File: src/rtl/bus_arbiter_pkg.sv
// Shared definitions for the bus arbiter and bus_controller: mtype codes and
// the legality test for them.
package bus_arbiter_pkg;

  localparam logic [2:0] MT_RDATA = 3'd0;
  localparam logic [2:0] MT_WDATA = 3'd1;
  localparam logic [2:0] MT_RCHAR = 3'd2;
  localparam logic [2:0] MT_WCHAR = 3'd3;
  localparam logic [2:0] MT_PROGN = 3'd4;
  localparam logic [2:0] MT_PROGP = 3'd5;

  // Codes 6 and 7 are reserved; bus_controller would hang on them.
  function automatic logic mtype_legal(input logic [2:0] t);
    return t < 3'd6;
  endfunction

endpackage

File: src/rtl/bus_arbiter_rr_pick2.sv
// Two-input round-robin chooser: on a tie the port not granted last wins.
module rr_pick2 (
  input  logic       req0,
  input  logic       req1,
  input  logic       last,
  output logic [1:0] pick
);

  always_comb begin
    pick = 2'b00;
    if (req0 && req1) begin
      pick = last ? 2'b01 : 2'b10;
    end else if (req0) begin
      pick = 2'b01;
    end else if (req1) begin
      pick = 2'b10;
    end
  end

endmodule

File: src/rtl/bus_arbiter.sv
// Shares one bus_controller between the CPU (port 0) and the loader/debug
// engine (port 1); the system top drives bus_controller.reset from ~rst_n.
module bus_arbiter
  import bus_arbiter_pkg::*;
#(
  parameter int GAP_CYCLES = 3
) (
  input  logic        clk,
  input  logic        rst_n,
  input  logic        req0,
  input  logic        req1,
  input  logic [2:0]  type0,
  input  logic [2:0]  type1,
  input  logic [15:0] addr0,
  input  logic [15:0] addr1,
  input  logic [7:0]  wdata0,
  input  logic [7:0]  wdata1,
  output logic [1:0]  gnt,
  output logic        done0,
  output logic        done1,
  output logic        err,
  output logic [7:0]  rdata,
  output logic        mreq,
  output logic [2:0]  mtype,
  output logic [15:0] maddr,
  output logic [7:0]  mwdata,
  input  logic        mdone,
  input  logic [7:0]  mrdata
);

  typedef enum logic [1:0] {IDLE, ISSUE, WAIT, GAP} state_t;

  localparam logic [3:0] GAP_LAST = 4'(GAP_CYCLES - 1);

  state_t      state, state_next;
  logic        last, last_next;
  logic [3:0]  gap_cnt, gap_cnt_next;
  logic [1:0]  pick;
  logic [1:0]  gnt_next;
  logic        done0_next, done1_next, err_next, mreq_next;
  logic [7:0]  rdata_next, mwdata_next;
  logic [2:0]  mtype_next;
  logic [15:0] maddr_next;

  rr_pick2 u_pick (
    .req0 (req0),
    .req1 (req1),
    .last (last),
    .pick (pick)
  );

  always_comb begin
    state_next   = state;
    last_next    = last;
    gap_cnt_next = gap_cnt;
    gnt_next     = gnt;
    done0_next   = 1'b0;
    done1_next   = 1'b0;
    err_next     = 1'b0;
    rdata_next   = rdata;
    mreq_next    = mreq;
    mtype_next   = mtype;
    maddr_next   = maddr;
    mwdata_next  = mwdata;

    case (state)
      IDLE: begin
        if (pick != 2'b00) begin
          gnt_next    = pick;
          mtype_next  = pick[1] ? type1  : type0;
          maddr_next  = pick[1] ? addr1  : addr0;
          mwdata_next = pick[1] ? wdata1 : wdata0;
          state_next  = ISSUE;
        end
      end
      ISSUE: begin
        if (mtype_legal(mtype)) begin
          mreq_next  = 1'b1;
          state_next = WAIT;
        end else begin
          done0_next   = gnt[0];
          done1_next   = gnt[1];
          err_next     = 1'b1;
          gnt_next     = 2'b00;
          gap_cnt_next = 4'd0;
          state_next   = GAP;
        end
      end
      WAIT: begin
        if (mdone) begin
          rdata_next   = mrdata;
          mreq_next    = 1'b0;
          gnt_next     = 2'b00;
          done0_next   = gnt[0];
          done1_next   = gnt[1];
          last_next    = gnt[1];
          gap_cnt_next = 4'd0;
          state_next   = GAP;
        end
      end
      GAP: begin
        // Keeps mreq low long enough for bus_controller's edge detector to re-arm.
        if (gap_cnt == GAP_LAST) begin
          gap_cnt_next = 4'd0;
          state_next   = IDLE;
        end else begin
          gap_cnt_next = gap_cnt + 4'd1;
        end
      end
      default: state_next = IDLE;
    endcase
  end

  always_ff @(posedge clk or negedge rst_n) begin
    if (!rst_n) begin
      state   <= IDLE;
      last    <= 1'b1;
      gap_cnt <= 4'd0;
      gnt     <= 2'b00;
      done0   <= 1'b0;
      done1   <= 1'b0;
      err     <= 1'b0;
      rdata   <= 8'h00;
      mreq    <= 1'b0;
      mtype   <= 3'd0;
      maddr   <= 16'h0000;
      mwdata  <= 8'h00;
    end else begin
      state   <= state_next;
      last    <= last_next;
      gap_cnt <= gap_cnt_next;
      gnt     <= gnt_next;
      done0   <= done0_next;
      done1   <= done1_next;
      err     <= err_next;
      rdata   <= rdata_next;
      mreq    <= mreq_next;
      mtype   <= mtype_next;
      maddr   <= maddr_next;
      mwdata  <= mwdata_next;
    end
  end

endmodule

File: config.mk
export PLATFORM = sky130hd
export DESIGN_NAME = bus_arbiter
export DESIGN_NICKNAME = d
export VERILOG_FILES = /design/src/rtl/bus_arbiter_pkg.sv /design/src/rtl/bus_arbiter_rr_pick2.sv /design/src/rtl/bus_arbiter.sv
export SDC_FILE = /design/constraint.sdc
export NUM_CORES = 1
export LEC_CHECK = 0
export ABC_CLOCK_PERIOD_IN_PS = 1800
export CAP_MARGIN = 10
export CORE_MARGIN = 2
export CORE_UTILIZATION = 34
export CTS_CLUSTER_SIZE = 28
export DETAILED_ROUTE_END_ITERATION = 10
export GPL_TIMING_DRIVEN = 0
export PLACE_DENSITY = 0.75
export SLEW_MARGIN = 20
export SYNTH_ARGS = -nofsm -noshare
export SYNTH_HDL_FRONTEND = slang
export SYNTH_SLANG_ARGS = --single-unit
File: constraint.sdc
create_clock -name clk -period 1.8 [get_ports clk]
set_input_delay 0.54 -clock clk [delete_from_list [all_inputs] [get_ports clk]]
set_output_delay 0.54 -clock clk [all_outputs]
set_load 0.01 [all_outputs]
==> metrics.md <==
| Metric | Value |
|---|---|
| WHS | just over 0.2 ns |
| Antenna cells | 0 |
| Die H | about 85 um |
| HP Class | primary input to async pin |
| First-pass GRT wire length | 9059 um |
| Row cnt | 29 |
| GR Overflow Total | 0 |
| Detail Placement HPWL | between 4000 and 5000 um |
| Initial Utilization | 0.3519 |
| Worst Path Arrival | ~1.9 ns |
| Synth Cell Area | ~0.0022 mm2 |
| Post-layout instance area | ~0.0036 mm2 |
| Post-synthesis compound-gate area fraction | 0.1169 |
| Core Box Area | 0.006386 mm2 |
| Clk pin slew, worst setup/hold paths | ~0.09 ns |
| H-tree levels | 2 |
| Antenna violations before repair | 0 |
| Status | completed |
| Total clock buffers created by CTS | 5 |
| IO Port Bufs | ~110 |
| Dpl cell area | between 0.003 and 0.004 mm2 |
| Synth Area in Adders | 0.03898 |
| Setup repair after global routing missed its margin | yes |
| Largest net degree at the start of global routing | 28 |
| P_leak | roughly 0.0017 uW |
| Sequential fraction of the synthesis area | 0.5351 |
| Post-synthesis mux area share | 0.1698 |
| Setup-failing EPs final | 0 |
| Main combinational cell family by area after synthesis | multiplexers |
| EDFF count, synth | 0 |
| RD Place Congestion | ~0.76 |
| Die width | around 85 um |
| Number of global-route vias before repair | roughly 2,000 |
| Clk_lat worst skew | about 0.29 ns |
| Power density over the cells | approximately 1400 mW/mm2 |
| # DRC | 0 |
| Share of flip-flops with an asynchronous set or reset | 1.000 |
| Worst setup path category | primary input to flip-flop |
| Syn nets | between 200 and 300 |
| Tmin final | around 1.8 ns |
| Flops & latches, synth | 48 |
| Clock sink total | 48 |
| Final setup skew | about 0.0086 ns |
| Critical path required time | around 2.0 ns |
| Tot GR Track Use | 0.1569 |
| First-pass detailed-route iteration total | 4 |
| Final Hold Fails | 0 |
| PnR worst setup slack | between 0.04 and 0.05 ns |
| Max cap viols | 0 |
| Clk buf depth | 2 |
| Io pins | around 110 |
| Worst vdd ir | 0.0006716 V |
| Clock Root Buffer | clkbuf_8 |
| Slew Limit Fails | 0 |
| Yosys cell types | 31 |
| Layout Nets | ~400 |
| Area delta synth->final | 61.47% |
| CP endpoint kind | flip-flop |
| R2r setup slk | 0.06 ns |
| Max-slew headroom | 0.6543 |
| Synth Area in XOR/XNOR | 0 |
| Worst-margin pin slew | approximately 0.52 ns |
| Main synth FF type | dfrtp_1 |
| DR iter-0 viols | a little under 80 |
| CP Max Fanout | 10 |
| Simple-Gate Fraction of Synth Area | 0.1075 |
| Vias/cell | 4.726 |
| Final ANT Viol Nets | 0 |
| Wire length per cell | between 10 and 15 um |
| CP startpoint kind | primary input |
| Final critical-path share of the clock period | 0.9778 |
| Synth warnings | 0 |
| Achievable Freq | approximately 0.57 GHz |
| DR vias | 1,881 |
| Final wirelength | 5446 um |
| CTS tree | yes |
| Placement Setup Slack | -0.5829 ns |
| Gate Count Post-Synth | 200 |
| Layout cell share with drive strength beyond 1 | 0.1371 |
| Die area | 0.007275 mm2 |
| Post-Syn Area per Cell | between 10 and 15 um2 |
[final cells by class]
class                           count  area, um2
Inverter                            6      22.52
Buffer                              8      58.81
Fill cell                         583       2758
Multi-Input combinational cell    138       1027
Tap cell                           77      96.34
Timing Repair Buffer              113       1130
Clock buffer                        8      90.09
Sequential cell                    48       1204
[synth_stat cells (2+ instances only)]
cell,count,area [um2]
o21ai_0,32,160.2
o21ai_1,5,25.02
ha_1,7,87.58
dfrtp_1,47,1176
inv_1,6,22.52
nor2b_1,2,12.51
mux2_2,9,101.4
nand2b_1,2,12.51
nand3_1,4,20.02
and3_1,2,12.51
nand2_1,32,120.1
buf_6,2,22.52
clkbuf_1,5,18.77
mux2i_1,28,280.3
[power by group]
group          leakage (uW)  switching [uW]  internal [uW]
combinational       0.00102            1240           1470
clock             0.0000455             328            314
sequential         0.000595             269           1560
[worst max-delay path, stage by stage]
cell,delay (ns)
clkdlybuf4s50_1,0.57
a21boi_2,0.21
buf_6,0.13
buf_6,0.17
mux2i_1,0.22
o21ai_0,0.09
[sequential cells by signal, summed over array words and instances, names as in the netlist]
register  count
rdata         8
last          1
mwdata        8
done1         1
mtype         3
state         2
err           1
mreq          1
maddr        16
gnt           2
gap_cnt       4
done0         1
[metrics by stage]
stage,TNS [ns],power (uW),std cells,utilization
after floorplan,0,3113,200,-
after global placement,-70.39,4368,384,0.5347
after detailed placement,-16.26,4457,385,0.5370
after CTS,-0.00008282,5134,396,0.5578
after global routing,-0.1837,5612,398,0.5682
final,0,5182,398,0.5682
[cell families (layout without fill, tap and decap cells)]
group	count (synthesis)	in the layout
compound gates	44	44
fa+ha+maj	7	7
buf+inv	14	135
flops	48	48
mux	37	37
simple gates	50	50
[per-layer routing]
metal  vias up  track usage  part of all wire
li1        931            -                 -
met1       873       0.1889              0.41
met2        72       0.2692              0.49
met3         5      0.05739             0.084
met4         0      0.03463            0.0084
met5         -            0                 0
[final timing paths]
kind                       cells after the start         to  startpoint
setup / recovery                               6   maddr[1]        req1
hold / removal                                 1      done0       rst_n
max in group asynchronous                      2  maddr[12]       rst_n
setup reg to reg                               6   state[0]  gap_cnt[0]
hold reg to reg                                2  mwdata[3]   mwdata[3]
min in group clk                               2  mwdata[3]   mwdata[3]
[cell usage in the layout (no fill, tap or decap), types with 2 or more instances in the layout]
cell type	Yosys	routed
and3_1	2	2
buf_4	1	5
buf_6	2	3
clkbuf_1	5	2
clkbuf_2	0	5
clkbuf_8	0	6
clkdlybuf4s50_1	0	99
dfrtp_1	47	46
dlygate4sd2_1	0	3
dlymetal6s2s_1	0	4
ha_1	7	6
inv_1	6	5
mux2_2	9	9
mux2i_1	28	28
nand2_1	32	31
nand2b_1	2	2
nand3_1	4	4
o21ai_0	32	31
o21ai_1	5	5
[repair_timing]
action                                  4_1_cts  5_1_grt
setup buffers                                 3        2
hold endpoints to repair                      0        0
pin swaps                                     0        2
hold buffers                                  0        0
gates resized for setup                       9       22
endpoints found under the setup margin       31       39
Power figures use the tool's default switching activity.
